===== src/rtl/vga_wb_regfile.sv =====
// Wishbone register file for the VGA/LCD controller: control, status, timing,
// CLUT base and N video bank base registers with bank/page switching.
module vga_wb_regfile #(
  parameter  int NBANKS = 2,
  localparam int BW     = $clog2(NBANKS)
) (
  input  logic          CLK_I,
  input  logic          RST_I,
  input  logic [5:2]    ADR_I,
  input  logic [31:0]   DAT_I,
  output logic [31:0]   DAT_O,
  input  logic [3:0]    SEL_I,
  input  logic          WE_I,
  input  logic          STB_I,
  input  logic          CYC_I,
  output logic          ACK_O,
  output logic          ERR_O,
  output logic          INTA_O,
  output logic          ven,
  output logic          pc,
  output logic          hsl,
  output logic          vsl,
  output logic          csl,
  output logic          bl,
  output logic [1:0]    vbl,
  output logic [1:0]    cd,
  output logic [7:0]    Thsync,
  output logic [7:0]    Thgdel,
  output logic [7:0]    Tvsync,
  output logic [7:0]    Tvgdel,
  output logic [15:0]   Thgate,
  output logic [15:0]   Thlen,
  output logic [15:0]   Tvgate,
  output logic [15:0]   Tvlen,
  output logic [31:2]   vbar_o,
  output logic [BW-1:0] vbank_o,
  output logic [31:11]  cbar_o,
  output logic          cpage_o,
  input  logic          bs_in,
  input  logic          hint_in,
  input  logic          vint_in,
  input  logic          luint_in,
  input  logic          sint_in
);

  logic [16:0]   ctrl_q, ctrl_d;
  logic          sint_q, luint_q, vint_q, hint_q, bsint_q;
  logic [31:0]   htim_q, vtim_q, hvlen_q;
  logic [31:11]  cbar_q;
  logic [31:2]   vbar_q [NBANKS];
  logic [BW-1:0] vbank_q, vbank_d;
  logic          cpage_q, cpage_d;
  logic          bs_hit;

  logic          access, mapped, wr;
  logic [4:0]    adr_x;
  logic [BW-1:0] vidx;
  logic [31:0]   lane_mask, rd_data;
  logic [7:0]    w1c;
  logic          irq;

  // A new access only starts once the previous termination has dropped,
  // which gives one termination every second cycle for a held strobe.
  assign access    = CYC_I && STB_I && !ACK_O && !ERR_O;
  assign adr_x     = {1'b0, ADR_I};
  assign mapped    = (adr_x < 5'd6) || ((adr_x >= 5'd8) && (adr_x < 5'(8 + NBANKS)));
  assign wr        = access && mapped && WE_I;
  assign vidx      = ADR_I[BW+1:2];
  assign lane_mask = {{8{SEL_I[3]}}, {8{SEL_I[2]}}, {8{SEL_I[1]}}, {8{SEL_I[0]}}};
  assign w1c       = (wr && ADR_I == 4'd1) ? (DAT_I[7:0] & lane_mask[7:0]) : 8'h00;

  assign irq = |({sint_q, luint_q, vint_q, hint_q, bsint_q} &
                 {ctrl_q[7], ctrl_q[6], ctrl_q[1], ctrl_q[2], ctrl_q[3]});

  always_comb begin
    rd_data = '0;
    case (ADR_I)
      4'd0: rd_data = {15'b0, ctrl_q};
      4'd1: begin
        rd_data[0]       = sint_q;
        rd_data[1]       = luint_q;
        rd_data[4]       = vint_q;
        rd_data[5]       = hint_q;
        rd_data[6]       = bsint_q;
        rd_data[16 +: BW] = vbank_q;
        rd_data[19]      = cpage_q;
      end
      4'd2: rd_data = htim_q;
      4'd3: rd_data = vtim_q;
      4'd4: rd_data = hvlen_q;
      4'd5: rd_data = {cbar_q, cpage_q, 10'b0};
      default: if (ADR_I[5]) rd_data = {vbar_q[vidx], 2'b00};
    endcase
  end

  // Bank switch acts on pre-edge CTRL; a host CTRL write on the same edge
  // still lands on top of the cleared switch bits.
  always_comb begin
    ctrl_d  = ctrl_q;
    vbank_d = vbank_q;
    cpage_d = cpage_q;
    bs_hit  = 1'b0;
    if (bs_in && ctrl_q[4]) begin
      vbank_d   = vbank_q + BW'(1);
      ctrl_d[4] = 1'b0;
      bs_hit    = 1'b1;
    end
    if (bs_in && ctrl_q[5]) begin
      cpage_d   = ~cpage_q;
      ctrl_d[5] = 1'b0;
      bs_hit    = 1'b1;
    end
    if (wr && ADR_I == 4'd0)
      ctrl_d = (ctrl_d & ~lane_mask[16:0]) | (DAT_I[16:0] & lane_mask[16:0]);
  end

  always_ff @(posedge CLK_I) begin
    if (RST_I) begin
      ACK_O   <= 1'b0;
      ERR_O   <= 1'b0;
      DAT_O   <= '0;
      INTA_O  <= 1'b0;
      ctrl_q  <= '0;
      sint_q  <= 1'b0;
      luint_q <= 1'b0;
      vint_q  <= 1'b0;
      hint_q  <= 1'b0;
      bsint_q <= 1'b0;
      htim_q  <= '0;
      vtim_q  <= '0;
      hvlen_q <= '0;
      cbar_q  <= '0;
      vbank_q <= '0;
      cpage_q <= 1'b0;
      for (int i = 0; i < NBANKS; i++) vbar_q[i] <= '0;
    end else begin
      ACK_O   <= access && mapped;
      ERR_O   <= access && !mapped;
      DAT_O   <= (access && mapped) ? rd_data : '0;
      INTA_O  <= irq;
      ctrl_q  <= ctrl_d;
      vbank_q <= vbank_d;
      cpage_q <= cpage_d;
      // Set beats a concurrent write-1-to-clear.
      sint_q  <= sint_in  || (sint_q  && !w1c[0]);
      luint_q <= luint_in || (luint_q && !w1c[1]);
      vint_q  <= vint_in  || (vint_q  && !w1c[4]);
      hint_q  <= hint_in  || (hint_q  && !w1c[5]);
      bsint_q <= bs_hit   || (bsint_q && !w1c[6]);
      if (wr && ADR_I == 4'd2) htim_q  <= (htim_q  & ~lane_mask) | (DAT_I & lane_mask);
      if (wr && ADR_I == 4'd3) vtim_q  <= (vtim_q  & ~lane_mask) | (DAT_I & lane_mask);
      if (wr && ADR_I == 4'd4) hvlen_q <= (hvlen_q & ~lane_mask) | (DAT_I & lane_mask);
      if (wr && ADR_I == 4'd5)
        cbar_q <= (cbar_q & ~lane_mask[31:11]) | (DAT_I[31:11] & lane_mask[31:11]);
      for (int i = 0; i < NBANKS; i++)
        if (wr && ADR_I[5] && vidx == BW'(i))
          vbar_q[i] <= (vbar_q[i] & ~lane_mask[31:2]) | (DAT_I[31:2] & lane_mask[31:2]);
    end
  end

  assign ven     = ctrl_q[0];
  assign vbl     = ctrl_q[9:8];
  assign cd      = ctrl_q[11:10];
  assign pc      = ctrl_q[12];
  assign hsl     = ctrl_q[13];
  assign vsl     = ctrl_q[14];
  assign csl     = ctrl_q[15];
  assign bl      = ctrl_q[16];
  assign Thsync  = htim_q[31:24];
  assign Thgdel  = htim_q[23:16];
  assign Thgate  = htim_q[15:0];
  assign Tvsync  = vtim_q[31:24];
  assign Tvgdel  = vtim_q[23:16];
  assign Tvgate  = vtim_q[15:0];
  assign Thlen   = hvlen_q[31:16];
  assign Tvlen   = hvlen_q[15:0];
  assign cbar_o  = cbar_q;
  assign cpage_o = cpage_q;
  assign vbank_o = vbank_q;
  assign vbar_o  = vbar_q[vbank_q];

endmodule


===== config.mk =====
export PLATFORM = sky130hd
export DESIGN_NAME = vga_wb_regfile
export DESIGN_NICKNAME = d
export VERILOG_FILES = /design/src/rtl/vga_wb_regfile.sv
export SDC_FILE = /design/constraint.sdc
export NUM_CORES = 1
export LEC_CHECK = 0
export CORE_MARGIN = 3
export CORE_UTILIZATION = 35
export DETAILED_ROUTE_END_ITERATION = 10
export PLACE_DENSITY = 0.55
export SLEW_MARGIN = 15
export SYNTH_ARGS = -nofsm -noshare
export SYNTH_HDL_FRONTEND = slang
export SYNTH_SLANG_ARGS = --single-unit

===== constraint.sdc =====
create_clock -name CLK_I -period 3.2 [get_ports CLK_I]
set_input_delay 0.96 -clock CLK_I [delete_from_list [all_inputs] [get_ports CLK_I]]
set_output_delay 0.96 -clock CLK_I [all_outputs]
set_load 0.005 [all_outputs]

After elaboration in Yosys (flattened, before gate mapping). Memory sizes are Yosys's and may differ from the RTL's. A register that Yosys moved wholly into a read port is not among the register bits. Cells that the tools add are included.

Reductions and logical operators: 42. Muxes and demuxes: 27. Bitwise operators: 29. $add $sub $neg: 1. Shift-type cells: 0. Multiply operators: 0. Div/mod/pow operators: 0. Order comparisons: 3. Equal/unequal tests: 5.

Operators with widths (count): 32-bit AND (4); 32-bit OR (3); 30-bit AND (3); 30-bit two-way mux (2); 30-bit OR (2); 12-bit one-hot mux with 5 select lines (1); 9-bit one-hot mux with 6 select lines (1); 21-bit AND (2); 17-bit AND (2); 32-bit two-way mux (1); 32-bit inverter (1); 30-bit inverter (1); 1-bit logical AND (23); 21-bit inverter (1); 21-bit OR (1); 2-bit one-hot mux with 5 select lines (2); 3-bit one-hot mux with 6 select lines (1); 17-bit inverter (1); 17-bit OR (1); 1-bit two-way mux (14); 1-bit one-hot mux with 6 select lines (2); 2-bit one-hot mux with 6 select lines (1); 4-bit by 2-bit equality test with 1-bit output (second input constant) (2); 4-bit by 3-bit equality test with 1-bit output (second input constant) (2); other kinds (16) (33).

Bits in latches: 0. Input port bits: 50. Logic and storage cells: 125. Memories: 1. Register bits after elaboration: 176. Bits in writable memories: 60. Bits in read-only memories: 0.

Memory list: vbar_q (depth 2, width 30, read ports 4, clocked after memory_dff 1, write ports 2, RTL line 50) `logic [31:2] vbar_q [NBANKS];`.

Logic depth before layout (Yosys ltp). Gate-level depths: netlist of run 1.

Depth after elaboration: 11. Gate-level depth with buffers: 8. Depth with buffers taken out: 4.

Worst setup path after synthesis of run 1. Ideal clock, no wire load.

Path type: input to register. Start point: in ADR_I[2] (netlist name). End point: mem vbar_q[1][0] (netlist name), enable pin. Setup slack: 268 ps. Stages: 5. Arrival: 2556 ps. Required time: 2825 ps. Path buffers: 4. Cell sequence: buf_6 -> clkbuf_1 -> clkbuf_1 -> clkbuf_1 -> a31o_2.

RTL lines: start: declaration (RTL line 9) `input logic [5:2] ADR_I,`; end: declaration (RTL line 50).

==> metrics list, run 1 <==
- The worst setup path is launched from a flip-flop.
* Clock-pin slew on the worst setup and hold paths: 0.06 ns
* Final clock period utilization by the worst path: 94.9%
- Overall routing resource usage: 20.8%
- The worst-case IR drop observed on VDD is 0.370 mV.
- Mean routed wirelength per cell: 20.8 µm
- Setup violations remaining at the end of the flow were counted as 0.
* Avg Inst Size Synth: 10.5 µm²
* Number of vias after detailed routing: 8955
* Slew at the pin closest to its max-slew limit: 0.635 ns
* Total number of H-tree levels: 1
- Between clock sinks in the finished design, the worst skew comes to 0.0114 ns.
- For met1 alone, demand over resource in global routing was 28.6%.
- Outcome: completed
- Ant. Diodes: 0
- After technology mapping, the gate count stands at 1059.
- In this run the worst hold path is classified as flip-flop to flip-flop.
- Worst max-slew margin expressed relative to the limit: 57.7%
- Entering global routing, the biggest net connects 64 pins.
- After filler insertion, the fill cell instance count of the layout stands at 2816.
- Summing the areas of all xor and xnor instances in the mapped netlist gives 0.158% of the synthesized area.
- Post-route non-filler standard cell count: 1735
* Antenna violation net count after detailed routing: 0
* Post-synthesis compound-gate area fraction: 8.81%
- Ports placed on the boundary: 244
- Measured in cells, the most critical reg-to-reg path has a length of 6.
- Clock buffer count from CTS: 28
- # hold bufs at CTS: 0
* Cell count after placement: 1683
- After layout, the minimum clock period comes to 3.04 ns.
* Row count: 64
- In the final layout, flip-flops and latches occupy 5350 µm².
- STA classifies the critical path endpoint as a primary output.
- Global route total overflow: 0
* Final HPWL DP: 24.4 mm
* Required @ worst endpoint: 2.24 ns
- The hold violation total from the final report is 0.
* Global routing met2 resource utilization: 34.1%
- Endpoint with the worst hold slack: DAT_O[10]
* Clock tree from TritonCTS: yes
- Setup repair after global routing left no endpoint under its margin.
- Area of the placeable core: 30900 µm²
- Synthesized-area fraction occupied by adder cells: 0.102%
- In the routed design, unresolved DRC markers number 0.
* Chip width: 184 µm
* Final Slew Violations: 0
- The netlist uses 47 different library cells.
- For this run, the number of Yosys warnings is 0.
- Total Nets Final: 1367
- The final layout contains routed wiring with a total length of 36.1 mm.
- No sink is reached through more buffers than the 3 on the longest clock path.
* Fraction of synthesized area in multiplexers: 21.5%
- The synthesized netlist devotes 17.7% of its cell area to simple gates.
- Flip-flop cell with the highest count after synthesis: dfxtp_1
- Number of flops mapped to enable cells by yosys: 60
* Layout cell share with drive strength beyond 1: 16.7%
- Worst setup slack before clock tree synthesis: -0.137 ns
- The first TritonRoute pass finished after 7 iterations.
- In this run, synthesis produced a sequential element count of 237.
* Startpoint of the worst-slack reg-to-reg timing path: ERR_O
* Highest net fanout along the worst path: 11
* Area of combinational cells with multiple inputs: 5400 µm²
- Total power density per cell area: 439 nW/µm²
- Post-Synthesis Net Count: 1109
- Mapped cell area: 11100 µm²
- Derived from the worst setup path, the maximum achievable clock frequency is 0.329 GHz.
- The share of the Yosys chip area taken by registers is 48.2%.
- Of all flip-flops after synthesis, the portion carrying an async set or reset was 0%.
- Worst Hold Depth: 2
* Maximum capacitance violations: 0
- The critical path is of the flip-flop to primary output type.
* R2r setup slk: 1.20 ns
- DRC violation total after the first TritonRoute iteration: 652
- Compared with the post-synthesis result, the final layout area differs by 38.3%.
- The via count of the first global-routing pass came to 8934.
- Vertical die dimension: 184 µm
- By area, the combinational part of the netlist is dominated by multiplexers.
- Die area: 33800 µm²
- Initial antenna violation count: 2
- The tree is rooted in a clkbuf_16.
- In this run the most used layer during global routing was met2.
* Total clock sinks: 237
- For the worst setup path, the data arrival time is 2.08 ns.
- Routability-driven placement finished with a final weighted congestion of 0.756.
- Worst-Skew Late Latency: 0.54 ns
- Buffers placed on the I/O ports in this run total 243.
* Leakage dissipation: 5.51 nW
- Met3 usage: 4.95%
- Detailed-route vias per instance: 5.16
* Starting utilization of the core area: 35.9%
* Post-layout worst setup margin: 0.162 ns
* Global-route wire length before repair: 55.1 mm
==> layout by cell type (no fill, tap or decap), types with 2 or more instances in the layout <==
cell	instances
dfxtp_1	176
o21ai_0	9
a22oi_1	4
nor4bb_1	2
nor3b_4	2
or3b_2	2
clkbuf_8	7
buf_4	44
nor4b_2	2
a31oi_1	2
a21o_1	2
clkbuf_1	12
nor4_4	10
nor3_1	4
clkinv_2	2
a221oi_1	3
a21oi_1	96
xor2_1	2
clkdlybuf4s50_1	240
inv_1	5
a222oi_1	27
clkbuf_16	29
a22o_1	4
buf_12	22
mux2i_1	137
mux2_2	90
nand3_1	3
a32oi_1	2
edfxtp_1	60
and2_1	3
nand2b_1	125
nand2_1	75
a2111oi_0	2
nor2_1	112
==> stage by stage <==
stage | hold slack [ns] | TNS (ns) | util [%] | area [µm²] | total power, mW
floorplan | 0.445 | 0 | - | 11100 | 3.46
global placement | 0.461 | -0.911 | 46.7 | 14400 | 3.73
detailed placement | 0.462 | -0.956 | 46.7 | 14400 | 3.73
CTS | 0.472 | 0 | 49.6 | 15300 | 6.83
global route | 0.486 | 0 | 49.6 | 15300 | 6.98
finish | 0.472 | 0 | 49.6 | 15300 | 6.74
==> worst max-delay path by stage <==
stage                     startpoint           end  slack, ns  depth (start not counted)
after global routing       flip-flop    vbar_o[25]       0.09                          3
after global placement      ADR_I[4]     flip-flop      -0.12                          7
after floorplan             ADR_I[2]  vbar_q[1][0]       0.27                          5
after detailed placement    ADR_I[4]     flip-flop      -0.14                          7
after CTS                  flip-flop    vbar_o[29]       0.12                          3
final                      flip-flop    vbar_o[29]       0.16                          3
==> routing by layer <==
| metal | part of all wire, % | up-vias | wire [µm] |
|---|---|---|---|
| met4 | 1.7 | 4 | 609 |
| li1 | - | 4298 | - |
| met3 | 6.8 | 49 | 2450 |
| met5 | 0.066 | - | 24 |
| met1 | 45 | 4323 | 16300 |
| met2 | 46 | 281 | 16800 |
==> worst max-delay path, stage by stage, from the launching register on <==
cell and delay, ns:
dfxtp_4 0.51, buf_12 0.19, mux2_2 0.34, clkdlybuf4s50_1 0.49
==> area by class of cell <==
type	instances	area share (%)
multi-input cells	738	35.2
flip-flops and latches	237	34.9
repair buffers	307	20.7
clock buffers	48	5.66
well taps	396	3.23
clock inverters	4	0.139
inverters	5	0.122
==> cells in the mapped netlist (4+ instances only) <==
master / count / area share (%)
mux2i_1: 137 / 12
o21ai_0: 9 / 0.41
nor3_1: 4 / 0.18
inv_1: 5 / 0.17
a22oi_1: 4 / 0.27
buf_2: 5 / 0.23
a22o_1: 4 / 0.32
dfxtp_1: 177 / 32
a222oi_1: 27 / 2.4
nor4_4: 10 / 1.9
mux2_2: 90 / 9.1
buf_6: 5 / 0.51
nand2b_1: 125 / 7.1
nor2_1: 112 / 3.8
clkbuf_1: 61 / 2.1
nand2_1: 76 / 2.6
a21oi_1: 96 / 4.3
buf_4: 4 / 0.27
edfxtp_1: 60 / 16
==> power breakdown <==
part / switching, mW / leakage [nW] / internal, mW
clock network: 1.25 / 0.431 / 1.82
logic: 0.295 / 3.03 / 0.237
registers: 0.0281 / 2.05 / 3.11
==> logic make-up after synthesis <==
group | Yosys count
multiplexers | 227
adder cells (fa/ha/maj) | 1
buffers and inverters | 84
XOR/XNOR | 2
AND/OR/NAND/NOR | 354
flip-flops | 237
AO/OA/AOI/OAI | 154
==> repair_timing <==
action	4_1_cts	5_1_grt
endpoints found under the setup margin	8	0
gates resized for setup	1	0
buffers inserted	0	0
hold endpoints to repair	0	0
Note: power is estimated with default switching activity, not from simulation.
==> run 2, diff against run 1 <==
- CELL_PAD_IN_SITES_DETAIL_PLACEMENT: not set -> 2
- CELL_PAD_IN_SITES_GLOBAL_PLACEMENT: not set -> 2
- CORE_UTILIZATION: 35 -> 32
- PLACE_DENSITY: 0.55 -> 0.76
==> run 2 against run 1 <==
Against the previous run:
- wire length up 14%
- total power grew 1.3%
- core utilization is 4.2 points lower
- sequential cell count stayed put
- first-iteration DRC count is 26% lower
- critical path type unchanged
==> metrics list, run 2 (synthesized netlist as in run 1, its figures left out) <==
- The run finished with clean final reports.
- Summed over all layers, the global routing overflow is 0.
- For met2 alone, demand over resource in global routing was 38.4%.
- After floorplanning, the core was divided into 67 placement rows.
* Ant. Diodes: 0
- Once the floorplan was initialized, standard cells occupied 32.7% of the core.
* Maximum capacitance violations: 0
- Total Nets Final: 1367
- Maximum number of pins on one net before global-route repair: 86
* Final setup violation count: 0
- The worst setup path is captured at a primary output.
- Wires add up to 41.3 mm.
- The worst-case IR drop observed on VDD is 0.406 mV.
* Vertical die dimension: 192 µm
- STA puts the critical path data required time at 2.24 ns.
- Post-CTS setup-driven buffer insertion count: 0
- Clock skew after layout: 0.00951 ns
- Area of the placeable core: 33900 µm²
* Number of vias after detailed routing: 9285
- Startpoint of the worst-slack reg-to-reg timing path: ERR_O
- Master of the slowest instance on the critical path: clkdlybuf4s50_1
- Final Slew Violations: 0
* Critical path class: flip-flop to primary output
- Total of buffers placed on input and output ports: 243
* Leakage dissipation: 5.51 nW
- The worst hold path belongs to the class flip-flop to flip-flop.
- Final hold vios: 0
- Along the worst path, the maximum fanout reaches 16.
* Depth of the worst register-to-register path: 6
* Leading cell types in the layout, fill and taps excluded: clkdlybuf4s50_1, dfxtp_1, mux2i_1
* R2r setup slk: 1.14 ns
- Final HPWL DP: 28.1 mm
* Global-route wire length before repair: 62.6 mm
- Unrepaired setup endpoints after global routing: false
* Longest individual stage delay on the worst path: 0.51 ns
* Worst-Skew Late Latency: 0.55 ns
* Clock tree from TritonCTS: yes
- Ports placed on the boundary: 244
- Initial antenna violation count: 2
- F_max: 0.331 GHz
- Final clock period utilization by the worst path: 94.4%
* Overall routing resource usage: 22.0%
- For this run, global-route usage on met1 was measured as 27.8%.
* Slew at the pin closest to its max-slew limit: 0.698 ns
- The first detailed-routing pass ran for 8 iterations.
* Chip width: 192 µm
* Detailed-route vias per instance: 5.20
- The die covers 36900 µm².
- Clock-pin slew was measured on the worst setup and hold paths at 0.06 ns.
* DRC violation total after the first TritonRoute iteration: 480
* Number of remaining DRC errors: 0
- Final hold slack: 0.477 ns
- Leading cell type in the layout, fill and taps excluded: clkdlybuf4s50_1
* Clock root buffer master: clkbuf_16
* Nature of the critical path startpoint: flip-flop
- # hold bufs at CTS: 0
- Number of global-route vias before repair: 10200
* Total clock sinks: 237
* Last weighted congestion value of the routability-driven placer: 0.778
* Total power density per cell area: 443 nW/µm²
- The signal on the critical path passes through buf_4 -> mux2_2 -> clkdlybuf4s50_1.
- Data arrives at the worst endpoint at 2.06 ns.
* Overall power: 6.82 mW
* Clock buffer count from CTS: 29
- Gates resized during post-CTS repair numbered 0.
- Antenna violation net count after detailed routing: 0
- From synthesis to final layout, the design area changed by 38.9%.
- The layer flagged by global routing as most heavily used is met2.
- The clock period could shrink to 3.02 ns.
* Mean routed wirelength per cell: 23.1 µm
- The clock passes through at most 3 buffers.
- Following the worst setup path forward leads to its endpoint at vbar_o[26].
- Total number of H-tree levels: 1
* Met3 usage: 4.93%
- Worst max-slew margin expressed relative to the limit: 52.8%
- Layout cell share with drive strength beyond 1: 16.9%
[run 2: cell count changes in the layout (fill, tap and decap cells not counted), sizes merged]
cell	change
buf	-1
clkbuf	-2
clkinvlp	-1
inv	+2
clkinv	+2
[run 2: worst min-delay path by stage]
stage / from / end / cells past startpoint
2_1_floorplan: flip-flop / DAT_O[9] / 2
3_3_place_gp: flip-flop / DAT_O[30] / 2
3_5_place_dp: flip-flop / DAT_O[11] / 2
4_1_cts: flip-flop / DAT_O[11] / 2
5_1_grt: flip-flop / DAT_O[10] / 2
6_report: flip-flop / DAT_O[11] / 2
[run 2: final cells by class]
class                      instances  area [µm²]
fill                            3594       18500
multi-input combinational        738        5400
sequential                       237        5350
timing repair buffer             306        3170
clock buffer                      46         850
tap                              448         561
clock inverter                     7        42.5
inverter                           5        18.8
[run 2: through the flow]
step	TNS [ns]	std cells	utilization, %	worst slack [ns]	area [µm²]
CTS	0	1787	45.4	0.134	15400
global placement	0	1734	42.8	0.0340	14500
detailed placement	-0.435	1734	42.8	-0.0686	14500
floorplan	0	1059	-	0.268	11100
global route	0	1787	45.4	0.0955	15400
finish	0	1787	45.4	0.178	15400
[run 2: worst max-delay path, delay by kind of cell, from the launching register on]
kind     cells  cell delay (ns)
buf+inv      2             0.81
mux          1             0.38
flops        1             0.32
[run 2: power breakdown]
part | internal, mW | switching, mW
Sequential | 3.11 | 0.0295
Clock | 1.81 | 1.32
Combinational | 0.240 | 0.311
[run 2: routing by layer]
metal / wire length [µm] / vias up
li1: - / 4277
met1: 17900 / 4721
met2: 20300 / 226
met3: 2270 / 57
met4: 858 / 4
met5: 40 / -
==> run 3, diff against run 2 <==
- CAP_MARGIN: not set -> 20
==> results of run 3 <==
Final layout, timing and power as in run 2 (identical DEF).
